==> config.mk <==
export PLATFORM = sky130hd
export DESIGN_NAME = uart_frame_parser
export DESIGN_NICKNAME = d
export VERILOG_FILES = /design/src/rtl/uart_frame_pkg.sv /design/src/rtl/uart_byte_timeout.sv /design/src/rtl/uart_frame_parser.sv
export SDC_FILE = /design/constraint.sdc
export NUM_CORES = 1
export LEC_CHECK = 0
export BUFFER_PORTS_ARGS = -buffer_cell sky130_fd_sc_hd__buf_2
export CAP_MARGIN = 20
export CORE_MARGIN = 1.5
export CORE_UTILIZATION = 45
export DETAILED_ROUTE_END_ITERATION = 10
export PLACE_DENSITY_LB_ADDON = 0.3
export REMOVE_ABC_BUFFERS = 1
export SKIP_LAST_GASP = 1
export SYNTH_ARGS = -nofsm -noshare
export SYNTH_HDL_FRONTEND = slang
export SYNTH_SLANG_ARGS = --single-unit
==> constraint.sdc <==
create_clock -name sys_clk -period 3.6 [get_ports sys_clk]
set_input_delay 0 -clock sys_clk [delete_from_list [all_inputs] [get_ports sys_clk]]
set_output_delay 0 -clock sys_clk [all_outputs]
set_load 0.05 [all_outputs]
==> src/rtl/uart_frame_pkg.sv <==
// Shared types and constants for the UART frame parser: state encoding,
// abort cause codes and the default start-of-frame byte.
package uart_frame_pkg;

  typedef enum logic [2:0] {
    S_IDLE = 3'd0,
    S_CMD  = 3'd1,
    S_LEN  = 3'd2,
    S_DATA = 3'd3,
    S_CSUM = 3'd4
  } state_t;

  localparam logic [1:0] ERR_CSUM    = 2'd1;
  localparam logic [1:0] ERR_LEN     = 2'd2;
  localparam logic [1:0] ERR_TIMEOUT = 2'd3;

  localparam logic [7:0] DEFAULT_HEADER = 8'hA5;

endpackage

==> src/rtl/uart_byte_timeout.sv <==
// Inter-byte gap counter. It restarts on every received byte and flags
// expiry when the gap reaches TIMEOUT_CYCLES-1 while counting is enabled.
module uart_byte_timeout #(
  parameter int TIMEOUT_CYCLES = 50_000
) (
  input  logic clk,
  input  logic rst,
  input  logic clr,
  input  logic en,
  output logic expired
);

  localparam int CW = (TIMEOUT_CYCLES > 1) ? $clog2(TIMEOUT_CYCLES) : 1;
  localparam logic [CW-1:0] LAST = CW'(TIMEOUT_CYCLES - 1);

  logic [CW-1:0] cnt;

  // A byte in the same cycle as expiry wins: clr masks the flag.
  assign expired = en && !clr && (cnt == LAST);

  always_ff @(posedge clk or posedge rst) begin
    if (rst) begin
      cnt <= '0;
    end else if (clr || expired) begin
      cnt <= '0;
    end else if (en) begin
      cnt <= cnt + 1'b1;
    end
  end

endmodule

==> src/rtl/uart_frame_parser.sv <==
// Frame decoder behind the UART receiver: header, command, length, payload,
// checksum. Streams payload bytes and reports frame completion or abort cause.
module uart_frame_parser
  import uart_frame_pkg::*;
#(
  parameter logic [7:0] HEADER         = DEFAULT_HEADER,
  parameter int         MAX_LEN        = 16,
  parameter int         TIMEOUT_CYCLES = 50_000
) (
  input  logic       sys_clk,
  input  logic       sys_rst,
  input  logic [7:0] rx_data,
  input  logic       rx_vld,
  output logic [7:0] cmd,
  output logic [7:0] len,
  output logic [7:0] pl_data,
  output logic [7:0] pl_idx,
  output logic       pl_vld,
  output logic       frame_ok,
  output logic       frame_err,
  output logic [1:0] err_code,
  output logic       busy
);

  localparam logic [7:0] MAX_LEN_B = 8'(MAX_LEN);

  state_t     state;
  logic [7:0] sum;
  logic [7:0] idx;
  logic       expired;

  uart_byte_timeout #(
    .TIMEOUT_CYCLES(TIMEOUT_CYCLES)
  ) u_timeout (
    .clk    (sys_clk),
    .rst    (sys_rst),
    .clr    (rx_vld || (state == S_IDLE)),
    .en     (state != S_IDLE),
    .expired(expired)
  );

  // NOTE: every register here uses <= so all branches see the pre-edge values
  // of state, sum and idx regardless of statement order.
  always_ff @(posedge sys_clk or posedge sys_rst) begin
    if (sys_rst) begin
      state     <= S_IDLE;
      sum       <= '0;
      idx       <= '0;
      cmd       <= '0;
      len       <= '0;
      pl_data   <= '0;
      pl_idx    <= '0;
      pl_vld    <= 1'b0;
      frame_ok  <= 1'b0;
      frame_err <= 1'b0;
      err_code  <= '0;
      busy      <= 1'b0;
    end else begin
      // NOTE: strobes default low each cycle so every branch yields a one-cycle pulse.
      pl_vld    <= 1'b0;
      frame_ok  <= 1'b0;
      frame_err <= 1'b0;

      if (state == S_IDLE) begin
        if (rx_vld && rx_data == HEADER) begin
          state <= S_CMD;
          busy  <= 1'b1;
        end
      end else if (rx_vld) begin
        case (state)
          S_CMD: begin
            cmd   <= rx_data;
            sum   <= rx_data;
            state <= S_LEN;
          end
          S_LEN: begin
            len <= rx_data;
            sum <= sum + rx_data;
            idx <= '0;
            if (rx_data > MAX_LEN_B) begin
              frame_err <= 1'b1;
              err_code  <= ERR_LEN;
              state     <= S_IDLE;
              busy      <= 1'b0;
            end else if (rx_data == 8'd0) begin
              state <= S_CSUM;
            end else begin
              state <= S_DATA;
            end
          end
          S_DATA: begin
            pl_data <= rx_data;
            pl_idx  <= idx;
            pl_vld  <= 1'b1;
            sum     <= sum + rx_data;
            idx     <= idx + 8'd1;
            if (idx == len - 8'd1) state <= S_CSUM;
          end
          S_CSUM: begin
            if (rx_data == sum) begin
              frame_ok <= 1'b1;
            end else begin
              frame_err <= 1'b1;
              err_code  <= ERR_CSUM;
            end
            state <= S_IDLE;
            busy  <= 1'b0;
          end
          default: begin
            state <= S_IDLE;
            busy  <= 1'b0;
          end
        endcase
      end else if (expired) begin
        frame_err <= 1'b1;
        err_code  <= ERR_TIMEOUT;
        state     <= S_IDLE;
        busy      <= 1'b0;
      end
    end
  end

endmodule

# Word-level counts from Yosys, hierarchy flattened
# Cells that the tools add are included.
[word_totals] register_bits=73 wordCells=94 in_bits=11 out_inout_bits=38
[classes] n_lt_le_gt_ge=1 add_sub_neg=4 reduce_logical=24 eq_ne=15 mux=36 n_bitwise=1
[op_table] operator="2-to-1 mux 16 bit" count=2
[op_table] operator="case mux 8 bit (2 select lines)" count=2
[op_table] operator="2-to-1 mux 3 bit" count=7
[op_table] operator="AND reduction 3 bit" count=6
[op_table] operator="2-to-1 mux 1 bit" count=17
[op_table] operator="adder 16 x 1 -> 16 bit (second input constant)" count=1
[op_table] operator="equality test 16 bit (second input constant)" count=1
[op_table] operator="equality test 8 bit" count=2
[op_table] operator="case mux 3 bit (3 select lines)" count=1
[op_table] operator="adder 8 x 1 -> 8 bit (second input constant)" count=1
[op_table] operator="adder 8 bit" count=1
[op_table] operator="equality test 8 bit (second input constant)" count=1
[op_table] operator="> comparator 8 x 5 -> 1 bit (second input constant)" count=1
[op_table] operator="zero test 8 bit" count=1
[op_table] operator="2-to-1 mux 2 bit" count=4
[op_table] operator="!= test 4 bit (second input constant)" count=2
[op_table] operator="nonzero test 2 bit" count=4
[op_table] operator="subtractor 8 x 1 -> 8 bit (second input constant)" count=1
[op_table] operator="equality test 3 x 2 -> 1 bit (second input constant)" count=2
[op_table] operator="!= test 3 bit (second input constant)" count=2
[op_table] operator="nonzero test 3 bit" count=2
[op_table] operator="AND reduction 5 bit" count=1
[op_table] operator="case mux 1 bit (2 select lines)" count=2
[op_table] operator="case mux 2 bit (2 select lines)" count=1
[op_table] operator="12 further kinds" count=16

# Logic depth before layout (Yosys ltp)
# Gate-level depths: netlist (run 1).
[logic_depth] ltp_word=8 depth_mapped=9 depth_no_buf=9

# By module
# From an unflattened synthesis (run 1), not the netlist that was laid out.
[unflattened] hier_cells=406 area_unflattened_um2=3893.7
[by_module_without_submodules] mod="uart_frame_parser" cells_each=320 n_inst=1 area_per_inst_um2=3016.6 seq_area_each_um2=1426.4
[by_module_without_submodules] mod="uart_byte_timeout" cells_each=86 n_inst=1 area_per_inst_um2=877.1 seq_area_each_um2=400.4

# Least setup slack after synthesis (run 1)
# Ideal clock, no wire load.
[synth_path] kind="register -> register" startpoint="register len[0]" endpoint="register state[1]" slack_ps=1396 n_path_buf=0 setup_ps=130 path_stages_with_launch=8 t_arrival_ps=2074 cell_sequence="dfrtp_1 > inv_1 > ha_1 > xnor2_1 > nor4_1 > nand3_2 > nor4_2 > o32ai_2"
[synth_via] elab_chain_cells=4
[synth_lines] item="start, declared" line_no="uart_frame_parser.sv:15" text="output logic [7:0] len,"
[synth_lines] item="start signal, assigned" line_no="uart_frame_parser.sv:77" text="len <= rx_data;"
[synth_lines] item="subtractor 8 x 1 -> 8 bit" line_no="uart_frame_parser.sv:97" text="if (idx == len - 8'd1) state <= S_CSUM;"
[synth_lines] item="equality test 8 bit" line_no="uart_frame_parser.sv:97"
[synth_lines] item="!= test 4 bit (no line)"
[synth_lines] item="AND reduction 3 bit (no line)"
[synth_lines] item="end signal, assigned" line_no="uart_frame_parser.sv:97"
[synth_lines] item="end signal, assigned" line_no="uart_frame_parser.sv:106" text="state <= S_IDLE;"
[synth_lines] item="end signal, assigned" line_no="uart_frame_parser.sv:110" text="state <= S_IDLE;"
[synth_lines] item="end, declared" line_no="uart_frame_parser.sv:27" text="state_t state;"
# Every way passes these cells.
# A chain may end at the register's enable or synchronous reset.

# Final worst setup path (run 1)
[layout_path] startpoint="register state[0]" endpoint="register cmd[4]"
[layout_via] elab_chain_cells=3
[layout_lines] item="start signal, assigned" line_no="uart_frame_parser.sv:46" text="state <= S_IDLE;"
[layout_lines] item="start signal, assigned" line_no="uart_frame_parser.sv:66" text="state <= S_CMD;"
[layout_lines] item="start signal, assigned" line_no="uart_frame_parser.sv:74" text="state <= S_LEN;"
[layout_lines] item="zero test 3 bit" line_no="uart_frame_parser.sv:64" text="if (state == S_IDLE) begin"
[layout_lines] item="inverter 1 bit (no line)"
[layout_lines] item="AND reduction 3 bit (no line) *"
[layout_lines] item="end signal, assigned" line_no="uart_frame_parser.sv:72" text="cmd <= rx_data;"
[layout_lines] item="end, declared" line_no="uart_frame_parser.sv:14" text="output logic [7:0] cmd,"
# Mark *: on every way between the ends. The rest lies on a longest branch, timed or not.

==> metrics, run 1 <==
Main synth FF type=dfrtp_1; leak pwr=2.032 nW; pin count of the biggest net entering global routing=41; DPL Wire Length=5.926 mm; mean post-synth cell area=9.585 um^2; share of Yosys cell area claimed by the top area cell type=48.62%; area leader, netlist=dfrtp_1; slowest stage cell, crit path=nor2_1; CP required=3830 ps; Critical Path AT=2670 ps; total gr overflow=0; per-cell routed wire length=15.50 um; fin crit share=67.95%; Maximum Capacitance Violations=0; I/O Buffers=48; Area Overhead vs Synth=16.18%; sequential-to-total area share from yosys stat=48.62%; number of antenna violations at the first check in global routing=0; Max Buffers Root-to-Sink=2; Least-Margin Pin Slew=892.6 ps; die width=94.38 um; final hold vios=0; Initial Utilization=46.19%; first-pass GRT wire length=14.20 mm; Warnings, synthesis=0; Setup CP Type=register to register; DR pass1 iterations=4; hold depth=3; DRC Markers=0; Critical Path Fanout Max=16; Worst R2R Path Depth=4; post-cts sizing count=0; CTS Buf Count=9; commonest non-fill, non-tap cell in the layout=nand2_1; commonest cells after routing, fill and taps aside=nand2_1 (77), dfrtp_1 (73), buf_2 (48); gr usage total=20.98%; drt total wl=8.601 mm; Final setup viols=0; Vias per Instance=5.362; GPL Wtd Cong=0.9172; core area=8134 um^2; Chip Height=94.38 um; relative slew slack=40.27%; min-delay worst type=primary input to register; Rows=33; CTS sink cnt=73; drt initial violations=137; crit-path cells=nor2_1 > or2_1 > nor2_1 > mux2_1; Synth Cell Area=3757 um^2; CTS tree=done; Synth area leaders=dfrtp_1 (49%), nand2_1 (7.7%), xnor2_1 (4.7%); Antenna diodes=0; crit path capture type=register; Post-CTS Repair Setup Buffers=0; die area=8907 um^2; share of layout cells above drive strength 1=17.33%; #FFs+latches synth=73; number of global-route vias before repair=2802; Worst-Skew Late Latency=350 ps; Total Neg Setup Slack=0 ps; clk_skew=8.373 ps; max-slew violation count=0; cts hold-fix bufs=9; I/O pins=49; Cell Pwr Density=863.6 nW/um^2; peak supply drop=888.9 uV; Final min period=2446 ps; CTS clock-pin slew for the worst setup and hold paths=80 ps; layout net count=467; status=finished, final reports clean; EDFF count, synth=0; CP max stage delay=760 ps; fin util=53.67%; library cells used by synthesis=54; f_max=0.4088 GHz; Most common cell on crit path=nor2_1; DR vias=2976; RSZ-0062 raised after global routing=no; CP Launch Type=register; Clock Tree Root=clkbuf_8; FFs w/ async S/R, synth=100.0%; H-tree depth=3; Post-Syn Instances=392; ANT nets after route=0
-- kinds of logic (layout without fill, tap and decap cells) --
logic type	after synthesis	in the layout	share of synthesized area, %
buf+inv	29	87	3.064
compound gates	65	65	11.52
flops	73	73	48.62
xor+xnor	31	31	7.226
fa+ha+maj	11	11	3.863
simple gates	166	166	20.71
mux	17	17	4.995
-- worst max-delay path, delay by kind of cell, from the launching register on --
| family | cells | cell delay (ps) |
|---|---|---|
| AND/OR/NAND/NOR | 3 | 1320 |
| flip-flops | 1 | 610 |
| multiplexers | 1 | 390 |
-- synth_stat cells, types with 4 or more instances --
library cell	number
o31ai_1	4
nand2_1	77
o21ai_0	5
nor3_1	8
a21oi_1	12
nand3_1	11
and3_1	6
ha_1	10
mux2_1	13
buf_2	5
xnor2_1	20
xor2_1	11
o21ai_1	18
nor2_1	34
nand2b_1	4
inv_1	10
clkbuf_1	11
dfrtp_1	73
nor4_1	5
-- worst paths after layout --
path / from / to / slack, ps
min: rx_vld / frame_ok / 10
max in group asynchronous: sys_rst / cmd[5] / 2320
max: state[0] / cmd[4] / 1150
min reg2reg: u_timeout.cnt[0] / u_timeout.cnt[0] / 460
min in group asynchronous: sys_rst / pl_idx[4] / 300
max reg2reg: state[0] / cmd[4] / 1150
-- flip-flops by register name (all words and copies together), names as in the netlist --
register       flops
frame_err          1
busy               1
state              3
sum                8
cmd                8
len                8
idx                8
pl_idx             8
pl_vld             1
err_code           2
pl_data            8
frame_ok           1
u_timeout.cnt     16
-- final cells by class --
type,count,area [um^2]
multi-input cells,290,1815
clock inverters,7,77.57
repair buffers,59,345.3
inverters,12,45.04
clock buffers,9,123.9
flip-flops and latches,73,1827
well taps,105,131.4
fillers,733,3769
-- layer usage --
metal  part of all wire [%]  vias to the layer above  GRT usage, %
met5                      0                        -             0
met4                    2.5                        0         7.836
met3                    3.4                       19         4.509
met2                     47                       70         32.19
met1                     47                     1435         29.21
li1                       -                     1452             -
-- power by group --
| group | switching, W | total [W] | internal [W] | leakage, nW |
|---|---|---|---|---|
| registers | 0.000253 | 0.00132 | 0.00106 | 0.939 |
| clock network | 0.000339 | 0.000665 | 0.000326 | 0.100 |
| logic | 0.00122 | 0.00179 | 0.000567 | 0.992 |
-- through the flow --
stage	instances	hold slack (ps)	total power (W)	instance area, um^2	setup WS [ps]
3_3_place_gp	530	149.9	0.003069	4074	1312
4_1_cts	555	2.303	0.003787	4365	1199
5_1_grt	555	15.05	0.003998	4365	1017
3_5_place_dp	530	157.7	0.003110	4074	1209
2_1_floorplan	375	105.4	0.002672	3687	1396
6_report	555	13.67	0.003770	4365	1154
Power figures use the tool's default switching activity.
==> run 2: changes to the inputs <==
--- a/config.mk
+++ b/config.mk
@@ -5,6 +5,7 @@
 export SDC_FILE = /design/constraint.sdc
 export NUM_CORES = 1
 export LEC_CHECK = 0
+export ABC_AREA = 1
 export BUFFER_PORTS_ARGS = -buffer_cell sky130_fd_sc_hd__buf_2
 export CAP_MARGIN = 20
 export CORE_MARGIN = 1.5
==> constraint.sdc (replaced) <==
create_clock -name sys_clk -period 2.15 [get_ports sys_clk]
set_input_delay 0 -clock sys_clk [delete_from_list [all_inputs] [get_ports sys_clk]]
set_output_delay 0 -clock sys_clk [all_outputs]
set_load 0.05 [all_outputs]
==> run 2 against run 1 <==
- the flow now finishes with violations (design-rule violations)
- core utilization decreased by 0.22 points
- hold slack improved by 6.6 ps
- first-iteration DRC count increased by 17%
- synthesized cell count grew 25%
- power is 79% higher
- cell count increased by 19%
- critical path depth is 9 higher
- setup slack worse by 880 ps
- critical path type unchanged
- largest power group unchanged
==> metrics, run 2 <==
CP max stage delay=430 ps (-330 ps); crit-path cells=inv_1 > ha_1 > nand2_1 > nor2_2 > nand3_1 > nand2_1 > nand3_1 > nor2_1 > nand2_1 > nand2_1 > nand3_2 > nand2_1 > nand2_1; reg-to-reg endpoint=state[1]; FFs w/ async S/R, synth=100.0% (unchanged); sequential-to-total area share from yosys stat=46.23% (-2.4 points); Post-Place Cells=640 (+21%); max reg flops=16 (unchanged); Synth Cell Area=3951 um^2 (+5.2%); Clk network pwr share=17.1% (-0.5 points); Maximum Capacitance Violations=0 (unchanged); Cell Pwr Density=1469 nW/um^2 (+70%); H-tree depth=3 (unchanged); leak pwr=2.271 nW (+12%); commonest non-fill, non-tap cell in the layout=nand2_1; hold path start=rx_data[4]; EDFF count, synth=0 (unchanged); CP Launch Type=register; Warnings, synthesis=0 (unchanged); most common cell in the netlist=nand2_1; core area=8593 um^2 (+5.6%); I/O pins=49 (unchanged); Setup CP Type=register to register; final hold vios=0 (unchanged); crit path capture type=register; per-cell routed wire length=12.71 um (-18%); synth cell count leaders=nand2_1 (123), dfrtp_1 (73), inv_1 (58), o21ai_0 (48), nor2_1 (39); mean post-synth cell area=8.064 um^2 (-16%); Fillers=813 (+11%); share of Yosys cell area claimed by the top area cell type=46.23% (-2.4 points); die area=9352 um^2 (+5.0%); min-delay worst type=primary input to register; layout net count=572 (+22%); library cells used by synthesis=40 (-26%); Clock Tree Root=clkbuf_8; CTS sink cnt=73 (unchanged); GPL Wtd Cong=0.9081 (-0.99%); CTS Buf Count=9 (unchanged); peak supply drop=895.4 uV (+0.73%); Post-CTS Repair Setup Buffers=0 (unchanged); DRC Markers=1 (+1); Sw Pwr=0.003360 W (+85%); I/O Buffers=48 (unchanged); clk_skew=8.377 ps (+0.003610 ps); DR vias=3330 (+12%); simple logic cell fraction of the synthesized area=28.94% (+8.2 points); main combinational cell family by area after synthesis=simple AND/OR/NAND/NOR gates; first-pass GRT wire length=14.70 mm (+3.5%); Chip Height=96.71 um (+2.5%); share of layout cells above drive strength 1=19.10% (+1.8 points); Worst R2R Path Depth=13 (+9); CP required=2380 ps (-1450 ps); Least-Margin Pin Slew=505.0 ps (-387.6 ps); #FFs+latches synth=73 (unchanged); CTS clock-pin slew for the worst setup and hold paths=80 ps (about the same); fin crit share=87.30% (+19 points); status=complete, but fails checks; pin count of the biggest net entering global routing=52 (+27%); ANT nets after route=0 (unchanged); failing checks=design-rule violations; reg2reg start=len[0]; Sequential Area=1827 um^2 (unchanged); DR pass1 iterations=7 (+3); Most common cell on crit path=nand2_1; relative slew slack=66.29% (+26 points); gr usage total=19.11% (-1.9 points); most flop-heavy register=u_timeout.cnt; Initial Utilization=45.98% (-0.21 points); CTS tree=done; Post-Syn Instances=490 (+25%); Max Buffers Root-to-Sink=2 (unchanged); Net Sw Frac=49.81% (+1.7 points); Synth area leaders=dfrtp_1 (46%), nand2_1 (12%), o21ai_0 (6.1%); worst path bufs/invs=1 (+1); slowest stage cell, crit path=dfrtp_1; Int Pwr=0.003386 W (+73%); max-slew violation count=0 (unchanged); fin util=53.45% (-0.22 points); mux cell area share after synthesis=0% (-5.0 points); Critical Path AT=2110 ps (-560 ps); Synth Area in XOR/XNOR=2.660% (-4.6 points); Antenna diodes=0 (unchanged); compound-gate portion of the synthesized area=11.05% (-0.47 points); die width=96.71 um (+2.5%); Critical Path Fanout Max=5 (-11); hold depth=3 (unchanged); area leader, netlist=dfrtp_1; Worst-Skew Late Latency=350 ps (about the same); multi-input logic area=1833 um^2 (+0.97%); number of global-route vias before repair=3122 (+11%); Hold EP=sum[4]; commonest cells after routing, fill and taps aside=nand2_1 (123), dfrtp_1 (73), inv_1 (57); Vias per Instance=5.023 (-6.3%); Sequential Power Share=32.5% (-2.5 points); Rows=34 (+3.0%); total gr overflow=0 (unchanged); Final min period=1877 ps (-569.2 ps); Area Overhead vs Synth=16.24% (about the same); CP top delay family=simple AND/OR/NAND/NOR gates; Main synth FF type=dfrtp_1; f_max=0.5328 GHz (+30%); reg2reg setup slack=270 ps (-880 ps); number of antenna violations at the first check in global routing=0 (unchanged); Post-Synth Adder-Cell Area=3.673% (-0.19 points); drt total wl=8.425 mm (-2.0%); Final Non-Filler Cells=663 (+19%); drt initial violations=160 (+17%); DPL Wire Length=6.162 mm (+4.0%); Final setup viols=0 (unchanged); Comb pwr share=50.4% (+3.0 points)
-- run 2: changes by cell type after synthesis, moves of 13 or more --
| cell | before | now |
|---|---|---|
| o21ai_0 | 5 | 48 |
| inv_1 | 10 | 58 |
| o21ai_1 | 18 | 2 |
| xnor2_1 | 20 | 5 |
| nand3_1 | 11 | 28 |
| nand2_1 | 77 | 123 |
| mux2_1 | 13 | 0 |
-- run 2: timing repair --
action                                 4_1_cts  5_1_grt
endpoints found under the hold margin       30        0
hold buffers                                 7        0
setup endpoints to repair                    0        3
resized for setup                            0        1
-- run 2: power by group through the flow --
stage	Clock, W	Sequential (W)	Combinational [W]
floorplan	0	0.00323	0.00161
CTS	0.00118	0.00219	0.00340
detailed placement	0	0.00222	0.00338
global route	0.00124	0.00226	0.00374
finish	0.00115	0.00219	0.00340
global placement	0	0.00220	0.00334
-- run 2: metrics by stage --
step / instance area (um^2) / TNS, ps / total power (W) / hold WS (ps) / setup slack, ps
final: 4593 / 0 / 0.006746 / 20.25 / 273.1
after global routing: 4593 / -1.359 / 0.007244 / 20.60 / -1.359
after CTS: 4591 / 0 / 0.006777 / 1.972 / 252.1
after detailed placement: 4305 / 0 / 0.005598 / 65.23 / 266.7
after global placement: 4305 / 0 / 0.005539 / 56.60 / 361.4
after floorplan: 3910 / 0 / 0.004833 / 121.0 / 178.9
-- run 2: worst max path at each step --
stage,slack (ps),end,from,depth (start not counted)
after floorplan,180,state[1],len[0],14
after global placement,360,idx[7],state[2],9
after CTS,250,state[1],len[0],13
final,270,state[1],len[0],13
after global routing,-1,state[0],len[0],13
after detailed placement,270,state[1],len[0],13
-- run 2: final cells by class --
class | instances | share of cell area [%]
clock inverter | 4 | 1.090
tap | 108 | 2.942
clock buffer | 12 | 3.596
sequential | 73 | 39.77
multi-input combinational | 344 | 39.91
timing repair buffer | 56 | 7.191
inverter | 66 | 5.503
-- run 2: cells by family after synthesis --
family | after synthesis
flip-flops | 73
AND/OR/NAND/NOR | 239
XOR/XNOR | 12
AO/OA/AOI/OAI | 82
adder cells (fa/ha/maj) | 11
buffers and inverters | 73
-- run 2: worst register-to-register path, delay by kind of cell (launching register included) --
| kind | cells | cell delay (ps) |
|---|---|---|
| simple gates | 11 | 930 |
| flops | 1 | 430 |
| buf+inv | 1 | 150 |
| fa+ha+maj | 1 | 250 |
-- run 2: routing by layer --
metal	track usage [%]	wire length [um]	share of wire (%)	up-vias
met3	3.685	304	3.6	12
met1	27.33	4182	50	1543
met5	0	0	0	-
li1	-	-	-	1709
met2	29.10	3812	45	66
met4	6.689	126	1.5	0
==> run 3: changes to the inputs <==
--- a/config.mk
+++ b/config.mk
@@ -9,7 +9,7 @@
 export BUFFER_PORTS_ARGS = -buffer_cell sky130_fd_sc_hd__buf_2
 export CAP_MARGIN = 20
 export CORE_MARGIN = 1.5
-export CORE_UTILIZATION = 45
+export CORE_UTILIZATION = 40
 export DETAILED_ROUTE_END_ITERATION = 10
 export PLACE_DENSITY_LB_ADDON = 0.3
 export REMOVE_ABC_BUFFERS = 1
==> run 3 against run 2 <==
- the run now ends clean
- clock-buffer cell count fell by 1
- combinational power hardly changed
- sequential cell count unchanged
- hold slack worse by 3.4 ps
- cell count rose by 3.9%
- clock skew is 3.8 ps higher
- setup slack got worse by 15 ps
- critical path depth stayed put
- routed wire length increased by 4.4%
- power fell by 2.5%
- critical endpoint unchanged
==> metrics, run 3 (synthesized netlist as in run 2, its figures left out) <==
GPL Wtd Cong=0.8721 (-4.0%); Antenna diodes=0 (unchanged); fin crit share=87.98% (+0.68 points); dpl cell area=4332 um^2 (+0.61%); final hold vios=0 (unchanged); CP Launch Type=register; share of layout cells above drive strength 1=19.06% (-0.034 points); slowest stage cell, crit path=dfrtp_1; CTS clock-pin slew for the worst setup and hold paths=80 ps (about the same); Final setup viols=0 (unchanged); Chip Height=102.4 um (+5.9%); Final min period=1892 ps (+14.69 ps); Critical Path Fanout Max=5 (unchanged); Sequential Area=1827 um^2 (unchanged); Most common cell on crit path=nand2_1; RSZ-0062 raised after global routing=no; peak supply drop=688.9 uV (-23%); leak pwr=2.256 nW (-0.67%); DR vias=3367 (+1.1%); CP top delay family=simple AND/OR/NAND/NOR gates; hold depth=3 (unchanged); DRC Markers=0 (-1); crit-path cells=inv_1 > ha_1 > nand2_1 > nor2_2 > nand3_1 > nand2_1 > nand3_1 > nor2_1 > nand2_1 > nand2_1 > nand3_2 > nand2_1 > nand2_1; per-cell routed wire length=12.76 um (+0.43%); crit path capture type=register; Maximum Capacitance Violations=0 (unchanged); first-pass GRT wire length=14.71 mm (about the same); Rows=36 (+5.9%); Vias per Instance=4.887 (-2.7%); crit path launch=len[0]; Max Buffers Root-to-Sink=2 (unchanged); Clock Tree Root=clkbuf_8; min-delay worst type=primary input to register; Worst-Skew Late Latency=350 ps (about the same); Final Power=0.006579 W (-2.5%); die width=102.4 um (+5.9%); I/O Buffers=48 (unchanged); f_max=0.5286 GHz (-0.78%); number of antenna violations at the first check in global routing=0 (unchanged); Critical Path AT=2120 ps (about the same); drt total wl=8.793 mm (+4.4%); drt initial violations=187 (+17%); DR pass1 iterations=4 (-3); commonest non-fill, non-tap cell in the layout=nand2_1; H-tree depth=3 (unchanged); Area Overhead vs Synth=15.83%; die area=10480 um^2 (+12%); Total Neg Setup Slack=0 ps (unchanged); total gr overflow=0 (unchanged); Cell Pwr Density=1437 nW/um^2 (-2.1%); Worst R2R Path Depth=13 (unchanged); worst path bufs/invs=1 (unchanged); CTS Buf Count=9 (unchanged); most flop-heavy register=u_timeout.cnt; reg2reg start=len[0]; pin count of the biggest net entering global routing=37 (-29%); number of global-route vias before repair=3114 (-0.26%); Initial Utilization=40.80% (-5.2 points); max-slew violation count=0 (unchanged); clk_skew=12.16 ps (+3.779 ps); hold path start=rx_data[4]; CP max stage delay=430 ps (about the same); layout net count=573 (+0.17%); gr usage total=17.99% (-1.1 points); CTS sink cnt=73 (unchanged); Setup CP Type=register to register; ANT nets after route=0 (unchanged); final instance area=4577 um^2 (-0.35%); CP required=2380 ps (about the same); Least-Margin Pin Slew=498.2 ps (-6.740 ps); multi-input logic area=1833 um^2 (unchanged); Fillers=981 (+21%); max reg flops=16 (unchanged); CP Depth=13 (unchanged); relative slew slack=66.74% (+0.45 points); status=finished, final reports clean; commonest cells after routing, fill and taps aside=nand2_1 (123), dfrtp_1 (73), inv_1 (57); I/O pins=49 (unchanged); DPL Wire Length=6.378 mm (+3.5%); CTS tree=done; core area=9684 um^2 (+13%)
## run 3: changes by cell type in the layout (fill, tap and decap cells not counted)
cell	before	now
buf_4	0	2
clkbuf_8	12	10
clkinv_2	1	3
buf_12	1	0
bufinv_16	1	0
clkbuf_1	0	1
clkinv_4	0	1
clkinvlp_4	2	1
## run 3: layout make-up
| type | count | share of cell area (%) |
|---|---|---|
| Inverter | 66 | 5.522 |
| Sequential cell | 73 | 39.91 |
| Tap cell | 133 | 3.636 |
| Clock inverter | 5 | 0.6834 |
| Multi-Input combinational cell | 344 | 40.05 |
| Clock buffer | 11 | 3.089 |
| Timing Repair Buffer | 57 | 7.108 |
## run 3: final timing paths
check                      slack [ps]                to
max                               260          state[1]
min                                20            sum[4]
max reg2reg                       260          state[1]
min reg2reg                       470  u_timeout.cnt[0]
max in group asynchronous        1410            sum[1]
min in group asynchronous          70         pl_idx[7]
## run 3: stage by stage
step	utilization [%]	setup WS [ps]	std cells	hold slack, ps
detailed placement	44.73	263.6	666	-106.1
CTS	47.24	228.8	689	6.058
floorplan	-	178.9	483	121.0
global placement	44.73	356.9	666	-111.0
finish	47.26	258.4	689	16.90
global route	47.26	16.06	689	30.35
## run 3: where the power goes
group	internal (W)	leakage, nW	switching, W
clock	0.000447	0.0891	0.000531
sequential	0.00182	0.946	0.000379
combinational	0.000934	1.22	0.00247
## run 3: worst register-to-register path, cell delays in order, from the launching register on
cell and delay [ps]:
dfrtp_1 430, inv_1 160, ha_1 240, nand2_1 100, nor2_2 130, nand3_1 80
nand2_1 60, nand3_1 60, nor2_1 80, nand2_1 50, nand2_1 150, nand3_2 100
nand2_1 70, nand2_1 70
## run 3: timing repair
item | in CTS | in global routing
resized for setup | 0 | 1
hold buffers | 7 | 0
endpoints found under the hold margin | 79 | 0
endpoints found under the setup margin | 0 | 2
buffers inserted | 0 | 0
## run 3: routing by layer
layer  GRT usage, %  share of wire, %
met5              0                 0
met4          6.217               1.4
met3          3.899               4.2
met2          28.58                46
met1          24.39                48
